`src/rtl/pl_reg_mw_elastic_pkg.sv`:
```
// Shared pipeline definitions for the M->W elastic pipeline register:
// result-source encodings and the packed payload width.
package pl_reg_mw_elastic_pkg;

  // Write-back result selection carried alongside each beat.
  typedef enum logic [1:0] {
    RESULT_ALU  = 2'b00,
    RESULT_LOAD = 2'b01,
    RESULT_PC4  = 2'b10
  } result_src_e;

  localparam int RD_WIDTH = 5;

  // Packed entry: reg_write, result_src, alu_result, read_data, rd, pc_plus4.
  function automatic int payload_width(input int address_width, input int data_width);
    return 1 + 2 + 2 * data_width + RD_WIDTH + address_width;
  endfunction

  localparam int PAYLOAD_WIDTH_DEFAULT = payload_width(32, 32);

endpackage

```
`src/rtl/pl_reg_mw_elastic_if.sv`:
```
// M-stage input and W-stage output bundle of the elastic pipeline register.
// Handshake: a beat moves across a side on a rising clk edge when that side's
// valid and ready are both high; valid never depends on ready, and ready on
// the input side depends only on the stored occupancy.
interface pl_reg_mw_elastic_if
  import pl_reg_mw_elastic_pkg::*;
#(
  parameter int ADDRESS_WIDTH = 32,
  parameter int DATA_WIDTH    = 32,
  parameter int DEPTH         = 2
) ();

  localparam int CW = $clog2(DEPTH) + 1;

  // M-stage side
  logic                     in_valid;
  logic                     in_ready;
  logic                     reg_write_m_i;
  logic [1:0]               result_src_m_i;
  logic [DATA_WIDTH-1:0]    alu_result_m_i;
  logic [DATA_WIDTH-1:0]    read_data_m_i;
  logic [RD_WIDTH-1:0]      rd_m_i;
  logic [ADDRESS_WIDTH-1:0] pc_plus4_m_i;

  // W-stage side
  logic                     out_valid;
  logic                     out_ready;
  logic                     reg_write_w_o;
  logic [1:0]               result_src_w_o;
  logic [DATA_WIDTH-1:0]    alu_result_w_o;
  logic [DATA_WIDTH-1:0]    read_data_w_o;
  logic [RD_WIDTH-1:0]      rd_w_o;
  logic [ADDRESS_WIDTH-1:0] pc_plus4_w_o;

  logic [CW-1:0]            count;

  // Buffer side
  modport slave (
    input  in_valid, reg_write_m_i, result_src_m_i, alu_result_m_i,
           read_data_m_i, rd_m_i, pc_plus4_m_i, out_ready,
    output in_ready, out_valid, reg_write_w_o, result_src_w_o, alu_result_w_o,
           read_data_w_o, rd_w_o, pc_plus4_w_o, count
  );

  // Environment side (drives M stage, consumes W stage)
  modport master (
    output in_valid, reg_write_m_i, result_src_m_i, alu_result_m_i,
           read_data_m_i, rd_m_i, pc_plus4_m_i, out_ready,
    input  in_ready, out_valid, reg_write_w_o, result_src_w_o, alu_result_w_o,
           read_data_w_o, rd_w_o, pc_plus4_w_o, count
  );

endinterface

```
`src/rtl/pl_fifo_ctrl.sv`:
```
// Pointer and occupancy control for a power-of-two circular buffer.
// Flush wins over push and pop; push when full and pop when empty are ignored.
module pl_fifo_ctrl #(
  parameter int  DEPTH = 2,
  localparam int AW    = $clog2(DEPTH),
  localparam int CW    = AW + 1
) (
  input  logic          clk,
  input  logic          rst,
  input  logic          i_push,
  input  logic          i_pop,
  input  logic          i_clr,
  output logic [AW-1:0] o_wr_ptr,
  output logic [AW-1:0] o_rd_ptr,
  output logic [CW-1:0] o_count,
  output logic          o_full,
  output logic          o_empty
);

  logic [AW-1:0] r_wr_ptr;
  logic [AW-1:0] r_rd_ptr;
  logic [CW-1:0] r_count;
  logic          w_push;
  logic          w_pop;

  assign o_full  = (r_count == CW'(DEPTH));
  assign o_empty = (r_count == '0);

  assign w_push  = i_push && !o_full  && !i_clr;
  assign w_pop   = i_pop  && !o_empty && !i_clr;

  // Pointers wrap naturally because DEPTH is a power of two.
  always_ff @(posedge clk or posedge rst) begin
    if (rst) begin
      r_wr_ptr <= '0;
      r_rd_ptr <= '0;
      r_count  <= '0;
    end else if (i_clr) begin
      r_wr_ptr <= '0;
      r_rd_ptr <= '0;
      r_count  <= '0;
    end else begin
      if (w_push) r_wr_ptr <= r_wr_ptr + 1'b1;
      if (w_pop)  r_rd_ptr <= r_rd_ptr + 1'b1;
      case ({w_push, w_pop})
        2'b10:   r_count <= r_count + 1'b1;
        2'b01:   r_count <= r_count - 1'b1;
        default: r_count <= r_count;
      endcase
    end
  end

  assign o_wr_ptr = r_wr_ptr;
  assign o_rd_ptr = r_rd_ptr;
  assign o_count  = r_count;

endmodule

```
`src/rtl/pl_reg_mw_elastic.sv`:
```
// Elastic M->W pipeline register: a small FIFO of packed M-stage beats.
// Outputs come only from stored state, so there is no in-to-out path and a
// beat written into an empty buffer appears one edge later.
module pl_reg_mw_elastic
  import pl_reg_mw_elastic_pkg::*;
#(
  parameter int ADDRESS_WIDTH = 32,
  parameter int DATA_WIDTH    = 32,
  parameter int DEPTH         = 2
) (
  input logic                 clk,
  input logic                 rst,
  input logic                 clr,
  pl_reg_mw_elastic_if.slave  bus
);

  localparam int PW = payload_width(ADDRESS_WIDTH, DATA_WIDTH);
  localparam int AW = $clog2(DEPTH);
  localparam int CW = AW + 1;

  logic [AW-1:0]            w_wr_ptr;
  logic [AW-1:0]            w_rd_ptr;
  logic [CW-1:0]            w_count;
  logic                     w_full;
  logic                     w_empty;
  logic                     w_push;
  logic                     w_pop;
  logic                     w_reg_write_in;
  logic [PW-1:0]            w_din;
  logic [PW-1:0]            w_head;

  logic                     w_h_reg_write;
  logic [1:0]               w_h_result_src;
  logic [DATA_WIDTH-1:0]    w_h_alu_result;
  logic [DATA_WIDTH-1:0]    w_h_read_data;
  logic [RD_WIDTH-1:0]      w_h_rd;
  logic [ADDRESS_WIDTH-1:0] w_h_pc_plus4;

  // Storage is not reset: entries are invisible until pushed.
  logic [PW-1:0]            r_mem [DEPTH];

  assign w_push = bus.in_valid  && !w_full  && !clr;
  assign w_pop  = bus.out_ready && !w_empty && !clr;

  pl_fifo_ctrl #(.DEPTH(DEPTH)) u_ctrl (
    .clk      (clk),
    .rst      (rst),
    .i_push   (w_push),
    .i_pop    (w_pop),
    .i_clr    (clr),
    .o_wr_ptr (w_wr_ptr),
    .o_rd_ptr (w_rd_ptr),
    .o_count  (w_count),
    .o_full   (w_full),
    .o_empty  (w_empty)
  );

  // Writes to x0 are architecturally discarded, so drop reg_write at entry.
  assign w_reg_write_in = bus.reg_write_m_i && (bus.rd_m_i != '0);

  assign w_din = {w_reg_write_in, bus.result_src_m_i, bus.alu_result_m_i,
                  bus.read_data_m_i, bus.rd_m_i, bus.pc_plus4_m_i};

  // Store the packed beat at the write pointer on an accepted push.
  always_ff @(posedge clk) begin
    if (w_push) r_mem[w_wr_ptr] <= w_din;
  end

  assign w_head = r_mem[w_rd_ptr];

  assign {w_h_reg_write, w_h_result_src, w_h_alu_result,
          w_h_read_data, w_h_rd, w_h_pc_plus4} = w_head;

  // Present the head entry, forced to zero whenever nothing is buffered.
  always_comb begin
    bus.reg_write_w_o  = 1'b0;
    bus.result_src_w_o = '0;
    bus.alu_result_w_o = '0;
    bus.read_data_w_o  = '0;
    bus.rd_w_o         = '0;
    bus.pc_plus4_w_o   = '0;
    if (!w_empty) begin
      bus.reg_write_w_o  = w_h_reg_write;
      bus.result_src_w_o = w_h_result_src;
      bus.alu_result_w_o = w_h_alu_result;
      bus.read_data_w_o  = w_h_read_data;
      bus.rd_w_o         = w_h_rd;
      bus.pc_plus4_w_o   = w_h_pc_plus4;
    end
  end

  assign bus.in_ready  = !w_full;
  assign bus.out_valid = !w_empty;
  assign bus.count     = w_count;

endmodule
```
`src/flat_wrapper.sv`:
```
// flat-port wrapper written by rule: the top's interface ports become plain ports
module pl_reg_mw_elastic_flat import pl_reg_mw_elastic_pkg::*;
#(
  parameter int ADDRESS_WIDTH = 32,
  parameter int DATA_WIDTH    = 32,
  parameter int DEPTH         = 2
)
  (clk, rst, clr, bus_in_valid, bus_reg_write_m_i, bus_result_src_m_i, bus_alu_result_m_i, bus_read_data_m_i, bus_rd_m_i, bus_pc_plus4_m_i, bus_out_ready, bus_in_ready, bus_out_valid, bus_reg_write_w_o, bus_result_src_w_o, bus_alu_result_w_o, bus_read_data_w_o, bus_rd_w_o, bus_pc_plus4_w_o, bus_count);
  pl_reg_mw_elastic_if #(.ADDRESS_WIDTH(ADDRESS_WIDTH), .DATA_WIDTH(DATA_WIDTH), .DEPTH(DEPTH)) bus_i ();
  input logic clk;
  input logic rst;
  input logic clr;
  input wire logic [$bits(bus_i.in_valid)-1:0] bus_in_valid;
  input wire logic [$bits(bus_i.reg_write_m_i)-1:0] bus_reg_write_m_i;
  input wire logic [$bits(bus_i.result_src_m_i)-1:0] bus_result_src_m_i;
  input wire logic [$bits(bus_i.alu_result_m_i)-1:0] bus_alu_result_m_i;
  input wire logic [$bits(bus_i.read_data_m_i)-1:0] bus_read_data_m_i;
  input wire logic [$bits(bus_i.rd_m_i)-1:0] bus_rd_m_i;
  input wire logic [$bits(bus_i.pc_plus4_m_i)-1:0] bus_pc_plus4_m_i;
  input wire logic [$bits(bus_i.out_ready)-1:0] bus_out_ready;
  output wire logic [$bits(bus_i.in_ready)-1:0] bus_in_ready;
  output wire logic [$bits(bus_i.out_valid)-1:0] bus_out_valid;
  output wire logic [$bits(bus_i.reg_write_w_o)-1:0] bus_reg_write_w_o;
  output wire logic [$bits(bus_i.result_src_w_o)-1:0] bus_result_src_w_o;
  output wire logic [$bits(bus_i.alu_result_w_o)-1:0] bus_alu_result_w_o;
  output wire logic [$bits(bus_i.read_data_w_o)-1:0] bus_read_data_w_o;
  output wire logic [$bits(bus_i.rd_w_o)-1:0] bus_rd_w_o;
  output wire logic [$bits(bus_i.pc_plus4_w_o)-1:0] bus_pc_plus4_w_o;
  output wire logic [$bits(bus_i.count)-1:0] bus_count;
  assign bus_i.in_valid = bus_in_valid;
  assign bus_i.reg_write_m_i = bus_reg_write_m_i;
  assign bus_i.result_src_m_i = bus_result_src_m_i;
  assign bus_i.alu_result_m_i = bus_alu_result_m_i;
  assign bus_i.read_data_m_i = bus_read_data_m_i;
  assign bus_i.rd_m_i = bus_rd_m_i;
  assign bus_i.pc_plus4_m_i = bus_pc_plus4_m_i;
  assign bus_i.out_ready = bus_out_ready;
  assign bus_in_ready = bus_i.in_ready;
  assign bus_out_valid = bus_i.out_valid;
  assign bus_reg_write_w_o = bus_i.reg_write_w_o;
  assign bus_result_src_w_o = bus_i.result_src_w_o;
  assign bus_alu_result_w_o = bus_i.alu_result_w_o;
  assign bus_read_data_w_o = bus_i.read_data_w_o;
  assign bus_rd_w_o = bus_i.rd_w_o;
  assign bus_pc_plus4_w_o = bus_i.pc_plus4_w_o;
  assign bus_count = bus_i.count;
  pl_reg_mw_elastic #(.ADDRESS_WIDTH(ADDRESS_WIDTH), .DATA_WIDTH(DATA_WIDTH), .DEPTH(DEPTH)) u_core (.clk(clk), .rst(rst), .clr(clr), .bus(bus_i));
endmodule
```
`config.mk`:
```
export PLATFORM = sky130hd
export DESIGN_NAME = pl_reg_mw_elastic_flat
export DESIGN_NICKNAME = d
export VERILOG_FILES = /design/src/rtl/pl_reg_mw_elastic_pkg.sv /design/src/rtl/pl_reg_mw_elastic_if.sv /design/src/rtl/pl_fifo_ctrl.sv /design/src/rtl/pl_reg_mw_elastic.sv /design/src/flat_wrapper.sv
export SDC_FILE = /design/constraint.sdc
export NUM_CORES = 1
export LEC_CHECK = 0
export BUFFER_PORTS_ARGS = -buffer_cell sky130_fd_sc_hd__buf_4
export CAP_MARGIN = 20
export CORE_ASPECT_RATIO = 1.1
export CORE_MARGIN = 8
export CORE_UTILIZATION = 50
export DETAILED_ROUTE_END_ITERATION = 6
export HOLD_SLACK_MARGIN = 0.06
export PLACE_DENSITY = 0.84
export SYNTH_ARGS = -nofsm -noshare
export SYNTH_HDL_FRONTEND = slang
export SYNTH_SLANG_ARGS = --single-unit
```
`constraint.sdc`:
```
create_clock -name clk -period 24.8 [get_ports clk]
set_input_delay 2.48 -clock clk [delete_from_list [all_inputs] [get_ports clk]]
set_output_delay 2.48 -clock clk [all_outputs]
set_load 0.005 [all_outputs]
```
==> results.cfg, run 1 <==
[global_routing]
grt_max_degree = 72
grt_pass1_vias = 5062
grt_pass1_wl_um = 26600
antenna_found_initial = 2
grt_use_total = 0.164
overflow = 0

[floorplanning]
io_pins = 217
die_h_um = 150
core_area_um2 = 16100
floorplan.initialDensity = 0.503
rows = 49
die-area_um2 = 20600
die_x_um = 137

[cells_and_area]
nNetsFinal = 801
final_util = 0.654
antenna_cells = 0
most-common-layout-cells = 222 x buf_4, 208 x edfxtp_1, 105 x nor2_1, 105 x mux2i_1, 21 x clkbuf_16
final_area_um2 = 10500
syn_to_final_growth_pct = 30.0
drive_above_1_share = 0.369
layout_commonest_cell = buf_4
final_cells = 909

[sta]
hold_viol_final = 0
setup_viol = 0
tightestPinTransition_ps = 900
min_period_ps = 5230
clock_skew_ps = 9.13
slew_violations = 0
rsz0062_at_grt = no
slew_headroom = 0.400
finalCritPeriodShare = 0.211
max_freq_mhz = 191
tns_ps = 0

[route]
vias = 4699
drc = 0
routedWlPerCell_um = 19.4
drt_wl_total_um = 17600
drt_iter0_markers = 242
ant_nets = 0
firstDrtPassIters = 4
vias_per_cell = 5.17

[yosys]
synth.avg_cell_area_um2 = 17.3
yosysUniqueCellTypes = 24
synth_top_cells_by_area = edfxtp_1 77%, mux2i_1 13%, nor2_1 4.9%, dfrtp_1 1.2%, buf_4 0.93%
synth_top_cell_area_share = 0.770
yosysTopAreaCell = edfxtp_1
synthCells = 469
synth_nets = 578
synth.yosys.seq_area_share = 0.782
synthesis.area_um2 = 8110
synth-seq-cells = 212
yosys_warnings = 0

[pwr]
peakVddDrop_mv = 0.0620
p_total_mw = 0.797
p_clk_frac = 0.375
pwr_density_cell_nw_per_um2 = 75.6
power_frac_comb = 0.106
p_leak_nw = 3.93
switchingPower_mw = 0.170
pwr-share-seq = 0.520
swShare = 0.214
power.internal_mw = 0.627

[cts]
insertion_delay_ps = 480
cts_tree = done
holdBufCountCts = 0
path_clk_slew_ps = 60
htree_levels = 1
cts-root-buf = clkbuf_16
ctsResizeCount = 0
cts_buffers = 21
post-cts-setup-buffer-count = 0
cts_sinks = 212
clockBufferDepth = 3

[place]
place_area_um2 = 9870
port_buffers = 216
dp_hpwl_um = 11600
gp_congestion = 0.761
placedCellCount = 872

[critical_path]
crit_fanout = 71
r2r_start = u_core.u_ctrl.o_count[1]
rrSetupSlack_ps = 22600
startpoint_type = register
crit_required_ps = 22320
worstSetupPathType = register to primary output
timing.rr.end = u_core.r_mem[1][28]
ff2ff_path_depth = 5
critPathCaptureType = primary output
cp.arrival_ps = 2750

[worst_hold_path]
hp-class = register to register
hold_path_end = u_core.u_ctrl.o_wr_ptr
hold_start = u_core.u_ctrl.o_wr_ptr
min_path_cells = 2

[status]
outcome = complete, no violations

[job]
maxCapViolCount = 0
## final cells by class
| cell class | instances | area (µm²) |
|---|---|---|
| Multi-Input combinational cell | 230 | 1590 |
| Clock inverter | 12 | 109 |
| Clock buffer | 24 | 537 |
| Timing Repair Buffer | 223 | 1690 |
| Fill cell | 1109 | 5580 |
| Tap cell | 204 | 255 |
| Sequential cell | 212 | 6350 |
| Inverter | 4 | 15.0 |
## kinds of logic (layout without fill, tap and decap cells)
| family | after synthesis | count (layout) | share of synthesized area |
|---|---|---|---|
| simple gates | 115 | 115 | 0.0568 |
| compound gates | 9 | 9 | 0.00648 |
| mux | 105 | 105 | 0.130 |
| xor+xnor | 1 | 1 | 0.00108 |
| flops | 212 | 212 | 0.782 |
| buf+inv | 27 | 263 | 0.0238 |
## sequential cells by signal (all words and copies together), names as in the netlist
register	cells
u_core.u_ctrl.o_rd_ptr	1
u_core.u_ctrl.o_wr_ptr	1
u_core.u_ctrl.o_count	2
u_core.r_mem	208
## worst max-delay path by stage
| stage | slack, ps | end | startpoint | cells after the start |
|---|---|---|---|---|
| after floorplan | 14010 | u_core.r_mem[1][0] | bus_in_valid | 2 |
| after global placement | 19910 | bus_alu_result_w_o[4] | u_core.u_ctrl.o_rd_ptr | 4 |
| after detailed placement | 19870 | bus_pc_plus4_w_o[23] | u_core.u_ctrl.o_rd_ptr | 4 |
| after CTS | 19300 | bus_pc_plus4_w_o[22] | u_core.u_ctrl.o_rd_ptr | 4 |
| after global routing | 19320 | bus_pc_plus4_w_o[30] | u_core.u_ctrl.o_count[0] | 4 |
| final | 19570 | bus_pc_plus4_w_o[30] | u_core.u_ctrl.o_count[0] | 4 |
## cells in the mapped netlist
| master | n |
|---|---|
| mux2i_1 | 105 |
| o21ai_0 | 2 |
| inv_2 | 2 |
| a21o_1 | 1 |
| or4_1 | 1 |
| o211ai_1 | 1 |
| buf_6 | 6 |
| nand2_1 | 1 |
| a21oi_1 | 4 |
| nor2_2 | 1 |
| nor3_1 | 1 |
| nor2_1 | 105 |
| edfxtp_1 | 208 |
| or3_1 | 1 |
| buf_2 | 7 |
| buf_4 | 10 |
| nor3b_1 | 2 |
| nand3b_1 | 1 |
| o21a_1 | 1 |
| nor2b_2 | 1 |
| dfrtp_1 | 4 |
| inv_1 | 2 |
| or2_0 | 1 |
| xor2_1 | 1 |
## per-stage QoR
stage,worst slack [ps],hold slack [ps]
floorplan,14010,530
global route,19320,615
detailed placement,19870,587
global placement,19910,564
finish,19570,597
CTS,19300,595
## worst max-delay path, cell delays in order, from the launching register on
cell and delay (ps):
dfrtp_1 480, nor2_4 640, buf_4 750, nor2_1 190
buf_4 190
## layer usage
layer / vias up / global-route usage / routed length, µm
li1: 2184 / - / -
met1: 2287 / 0.188 / 6580
met2: 186 / 0.287 / 9000
met3: 38 / 0.0537 / 1680
met4: 4 / 0.0457 / 358
met5: - / 0 / 27
## power groups by stage
stage | Sequential (mW) | Clock [mW] | Combinational [mW]
4_1_cts | 0.415 | 0.306 | 0.0855
5_1_grt | 0.416 | 0.320 | 0.0916
3_5_place_dp | 0.422 | 0 | 0.0845
3_3_place_gp | 0.421 | 0 | 0.0821
2_1_floorplan | 0.422 | 0 | 0.0425
6_report | 0.415 | 0.299 | 0.0842
Power figures use the tool's default switching activity.
==> run 2: changes to the inputs <==
==> constraint.sdc (replaced) <==
create_clock -name clk -period 5.4 [get_ports clk]
set_input_delay 0.54 -clock clk [delete_from_list [all_inputs] [get_ports clk]]
set_output_delay 0.54 -clock clk [all_outputs]
set_load 0.005 [all_outputs]
==> run 2 against run 1 <==
Against the previous run: power grew to 4.7 times the previous value; non-clock buffer count grew 1; die area is the same; setup slack lost 17000 ps; via count shrank 0.94%; critical path type unchanged.
==> results.cfg, run 2 (synthesis results as in run 1) <==
[status]
outcome = complete, no violations

[sta]
finalCritPeriodShare = 0.612
max_freq_mhz = 303
rsz0062_at_grt = no
hold_viol_final = 0
min_period_ps = 3300
slew_violations = 0
slew_headroom = 0.411
setup_viol = 0
tns_ps = 0
clock_skew_ps = 27.3
tightestPinTransition_ps = 882

[cts]
cts-root-buf = clkbuf_16
cts_sinks = 212
path_clk_slew_ps = 60
insertion_delay_ps = 500
htree_levels = 1
clockBufferDepth = 3
cts_tree = done
ctsResizeCount = 0
cts_buffers = 22

[floorplanning]
core_area_um2 = 16100
die_x_um = 137
die_h_um = 150
io_pins = 217
die-area_um2 = 20600
rows = 49
floorplan.initialDensity = 0.503

[cells_and_area]
largest-register = u_core.r_mem
syn_to_final_growth_pct = 30.8
layout_commonest_cell = buf_4
fillers = 1132
drive_above_1_share = 0.375
final_cells = 914
final_area_um2 = 10600
largest_reg_flops = 208
nNetsFinal = 803
antenna_cells = 0
most-common-layout-cells = 223 x buf_4, 208 x edfxtp_1, 105 x nor2_1, 105 x mux2i_1, 22 x clkbuf_16

[worst_hold_path]
hp-class = input pin to register
hold_start = bus_alu_result_m_i[11]

[route]
drt_iter0_markers = 209
wl_met1_um = 6300
top_layer = met4
ant_nets = 0
vias = 4655
routedWlPerCell_um = 18.8
route.met2.wl_um = 8930
drt_wl_total_um = 17200
drc = 0
met3_length_um = 1550
vias_per_cell = 5.09
firstDrtPassIters = 4

[critical_path]
critPathCaptureType = primary output
cp.arrival_ps = 2760
worstSetupPathType = register to primary output
startpoint_type = register
crit_required_ps = 4860
crit_path_start = u_core.u_ctrl.o_count[0]
crit_fanout = 67
r2r_start = u_core.u_ctrl.o_count[1]

[place]
dp_hpwl_um = 11800
gp_congestion = 0.744
place_area_um2 = 9890
port_buffers = 216
placedCellCount = 873

[global_routing]
grt_max_degree = 68
grt_pass1_wl_um = 26100
antenna_found_initial = 0
overflow = 0
grt_pass1_vias = 5121
grt_use_total = 0.161

[pwr]
peakVddDrop_mv = 0.232
pwr_density_cell_nw_per_um2 = 351
p_leak_nw = 3.96

[job]
maxCapViolCount = 0
run 2: cell types whose count changed in the layout (fill, tap and decap cells not counted), sizes merged:
cell         before  now
bufinv            2    1
inv               4    7
clkinv            9   10
dlygate4sd3       0    1
clkinvlp          1    2
run 2: timing repair:
item	in CTS	in global routing
setup endpoints to repair	0	0
endpoints found under the hold margin	4	0
buffers inserted	0	0
hold buffers	1	0
run 2: routing by layer:
metal / global-route usage / up-vias
met5: 0 / -
met4: 0.0576 / 0
met3: 0.0504 / 37
met2: 0.287 / 171
met1: 0.176 / 2260
li1: - / 2187
run 2: final cells by class:
type,count,area (µm²),share of cell area
Timing Repair Buffer,224,1680,0.159
Sequential cell,212,6350,0.598
Clock inverter,16,149,0.0140
Tap cell,204,255,0.0241
Multi-Input combinational cell,230,1600,0.151
Clock buffer,24,558,0.0526
Inverter,4,15.0,0.00141
run 2: critical path, cell delays in order, from the launching register on:
cell and delay [ps]:
dfrtp_1 480, nor2_4 730, buf_4 670, nor2_1 150, buf_4 170
run 2: path summary, 6_finish.rpt:
path	endpoint	slack, ps	cells past startpoint
max in group asynchronous	u_core.u_ctrl.o_rd_ptr	4730	3
max reg2reg	u_core.r_mem[1][8]	3260	5
min in group asynchronous	u_core.u_ctrl.o_count[1]	490	3
max	bus_pc_plus4_w_o[28]	2100	4
min	u_core.r_mem[1][80]	220	1
min reg2reg	u_core.u_ctrl.o_wr_ptr	640	2
run 2: where the power goes:
group | internal, mW | total [mW] | switching (mW)
Sequential | 1.88 | 1.91 | 0.0300
Clock | 0.814 | 1.44 | 0.622
Combinational | 0.197 | 0.381 | 0.185
run 2: metrics by stage:
| step | hold slack (ps) | setup WS (ps) | power, mW | util |
|---|---|---|---|---|
| 6_report | 216 | 2100 | 3.72 | 0.658 |
| 5_1_grt | 196 | 1840 | 3.85 | 0.658 |
| 4_1_cts | 191 | 2040 | 3.77 | 0.658 |
| 3_5_place_dp | 446 | 2560 | 2.33 | 0.614 |
| 3_3_place_gp | 438 | 2690 | 2.31 | 0.614 |
| 2_1_floorplan | 306 | 73.8 | 2.12 | - |
==> run 3: changes to the inputs <==
--- a/config.mk
+++ b/config.mk
@@ -9,10 +9,10 @@
 export CAP_MARGIN = 20
 export CORE_ASPECT_RATIO = 1.1
 export CORE_MARGIN = 8
-export CORE_UTILIZATION = 50
+export CORE_UTILIZATION = 47
 export DETAILED_ROUTE_END_ITERATION = 6
 export HOLD_SLACK_MARGIN = 0.06
-export PLACE_DENSITY = 0.84
+export PLACE_DENSITY = 0.83
 export SYNTH_ARGS = -nofsm -noshare
 export SYNTH_HDL_FRONTEND = slang
 export SYNTH_SLANG_ARGS = --single-unit
==> constraint.sdc (replaced) <==
create_clock -name clk -period 2.7 [get_ports clk]
set_input_delay 0.27 -clock clk [delete_from_list [all_inputs] [get_ports clk]]
set_output_delay 0.27 -clock clk [all_outputs]
set_load 0.005 [all_outputs]
==> run 3 against run 2 <==
Against the previous run: hold slack got worse by 110 ps; cell count rose by 14%; die area rose by 5.7%; highest routed layer is now met5; power rose by 99%; design area rose by 10%; first-iteration DRC count rose by 41%; critical endpoint is now bus_pc_plus4_w_o[22]; register-to-register slack got worse by 2400 ps; global-route usage rose by 1.3 points; combinational power rose by 150%; non-clock buffer count rose by 105; largest power group unchanged; flip-flop and latch count did not move; clock skew fell by 21 ps.
==> results.cfg, run 3 (synthesis results as in run 1) <==
[status]
outcome = complete, no violations

[pwr]
pwr_density_cell_nw_per_um2 = 634
pwr-share-seq = 0.512
p_leak_nw = 4.37
p_clk_frac = 0.360
power.internal_mw = 5.78
swShare = 0.219
p_total_mw = 7.40
power_frac_comb = 0.128
switchingPower_mw = 1.62
peakVddDrop_mv = 0.577

[sta]
setup_slack_ps = 478
tightestPinTransition_ps = 525
finalCritPeriodShare = 0.823
hold_viol_final = 0
slew_headroom = 0.650
setup_viol = 0
rsz0062_at_grt = no
min_period_ps = 2220
tns_ps = 0
slew_violations = 0
max_freq_mhz = 450
clock_skew_ps = 6.75

[cts]
path_clk_slew_ps = 60
cts-root-buf = clkbuf_16
htree_levels = 1
cts_buffers = 21
cts_tree = done
cts_sinks = 212
clockBufferDepth = 3
insertion_delay_ps = 480

[critical_path]
cp-endpoint = bus_pc_plus4_w_o[22]
crit_path_start = u_core.u_ctrl.o_rd_ptr
critPathCaptureType = primary output
r2r_start = u_core.u_ctrl.o_count[1]
rrSetupSlack_ps = 830
worstSetupPathType = register to primary output
timing.rr.end = u_core.r_mem[1][48]
startpoint_type = register
crit_fanout = 30
ff2ff_path_depth = 5
cp.arrival_ps = 1950
crit_required_ps = 2430

[floorplanning]
die-area_um2 = 21700
core_area_um2 = 17000
die_h_um = 154
floorplan.initialDensity = 0.478
die_x_um = 141
rows = 50
io_pins = 217

[global_routing]
overflow = 0
grt_use_total = 0.174
grt_pass1_wl_um = 30000
antenna_found_initial = 2
grt_max_degree = 106
grt_pass1_vias = 5652

[route]
vias_per_cell = 4.92
routedWlPerCell_um = 18.7
wl_met1_um = 7220
firstDrtPassIters = 5
vias = 5137
ant_nets = 0
route.met2.wl_um = 10200
drc = 0
drt_wl_total_um = 19500
met3_length_um = 1500
drt_iter0_markers = 294
top_layer = met5

[worst_hold_path]
hp-class = input pin to register
hold_start = bus_reg_write_m_i

[place]
dp_slack_ps = 836
placedCellCount = 904
dp_hpwl_um = 11500
gp_congestion = 0.757
port_buffers = 216

[cells_and_area]
most-common-layout-cells = 220 x buf_4, 208 x edfxtp_1, 105 x nor2_1, 105 x mux2i_1, 105 x dlygate4sd3_1
nNetsFinal = 907
layout_commonest_cell = buf_4
syn_to_final_growth_pct = 43.9
multiInputGateArea_um2 = 1610
drive_above_1_share = 0.321
final_cells = 1045
largest_reg_flops = 208
largest-register = u_core.r_mem
fillers = 1020
seq_area_um2 = 6350

[job]
maxCapViolCount = 0
## run 3: cell types whose count changed in the layout (fill, tap and decap cells not counted), sizes merged
cell and delta:
dlygate4sd3 +104, clkinv -3, clkinvlp -2, buf +1, clkbuf +1, diode +1
inv -1
## run 3: worst min path at each step
| stage | to | slack [ps] | depth (start not counted) |
|---|---|---|---|
| 3_5_place_dp | u_core.u_ctrl.o_count[0] | 190 | 2 |
| 2_1_floorplan | u_core.u_ctrl.o_count[0] | 40 | 1 |
| 6_report | u_core.r_mem[0][103] | 110 | 2 |
| 4_1_cts | u_core.u_ctrl.o_count[1] | 80 | 3 |
| 5_1_grt | u_core.r_mem[0][103] | 100 | 2 |
| 3_3_place_gp | u_core.u_ctrl.o_count[0] | 180 | 2 |
## run 3: per-layer routing
layer,GRT usage,vias to the layer above
li1,-,2395
met1,0.191,2483
met2,0.314,210
met3,0.0502,47
met4,0.0630,2
met5,0,-
## run 3: repair_timing
item / in CTS / in global routing
resized for setup: 0 / 0
hold buffers: 105 / 0
buffers inserted: 0 / 0
hold endpoints to repair: 214 / 0
## run 3: cell type report
type                    instances  area share
flip-flops and latches        212       0.544
clock buffers                  25      0.0463
clock inverters                10     0.00664
well taps                     234      0.0251
diodes                          1    0.000214
repair buffers                329       0.238
inverters                       4     0.00129
multi-input cells             230       0.138
## run 3: power by group through the flow
stage | combinational (mW) | clock (mW) | sequential, mW
6_report | 0.948 | 2.66 | 3.79
5_1_grt | 1.02 | 2.85 | 3.79
4_1_cts | 0.947 | 2.73 | 3.79
3_5_place_dp | 0.819 | 0 | 3.86
3_3_place_gp | 0.797 | 0 | 3.85
2_1_floorplan | 0.394 | 0 | 3.85
## run 3: metrics by stage
stage,instance area (µm²),util,hold WS (ps)
2_1_floorplan,8150,-,36.0
3_3_place_gp,10000,0.590,185
3_5_place_dp,10000,0.590,186
4_1_cts,11700,0.688,83.6
5_1_grt,11700,0.689,99.5
6_report,11700,0.689,108
## run 3: worst max-delay path, cell delays in order, from the launching register on
cell and delay [ps]:
dfrtp_4 440, buf_4 450, mux2i_1 290, nor2_1 100
buf_4 170
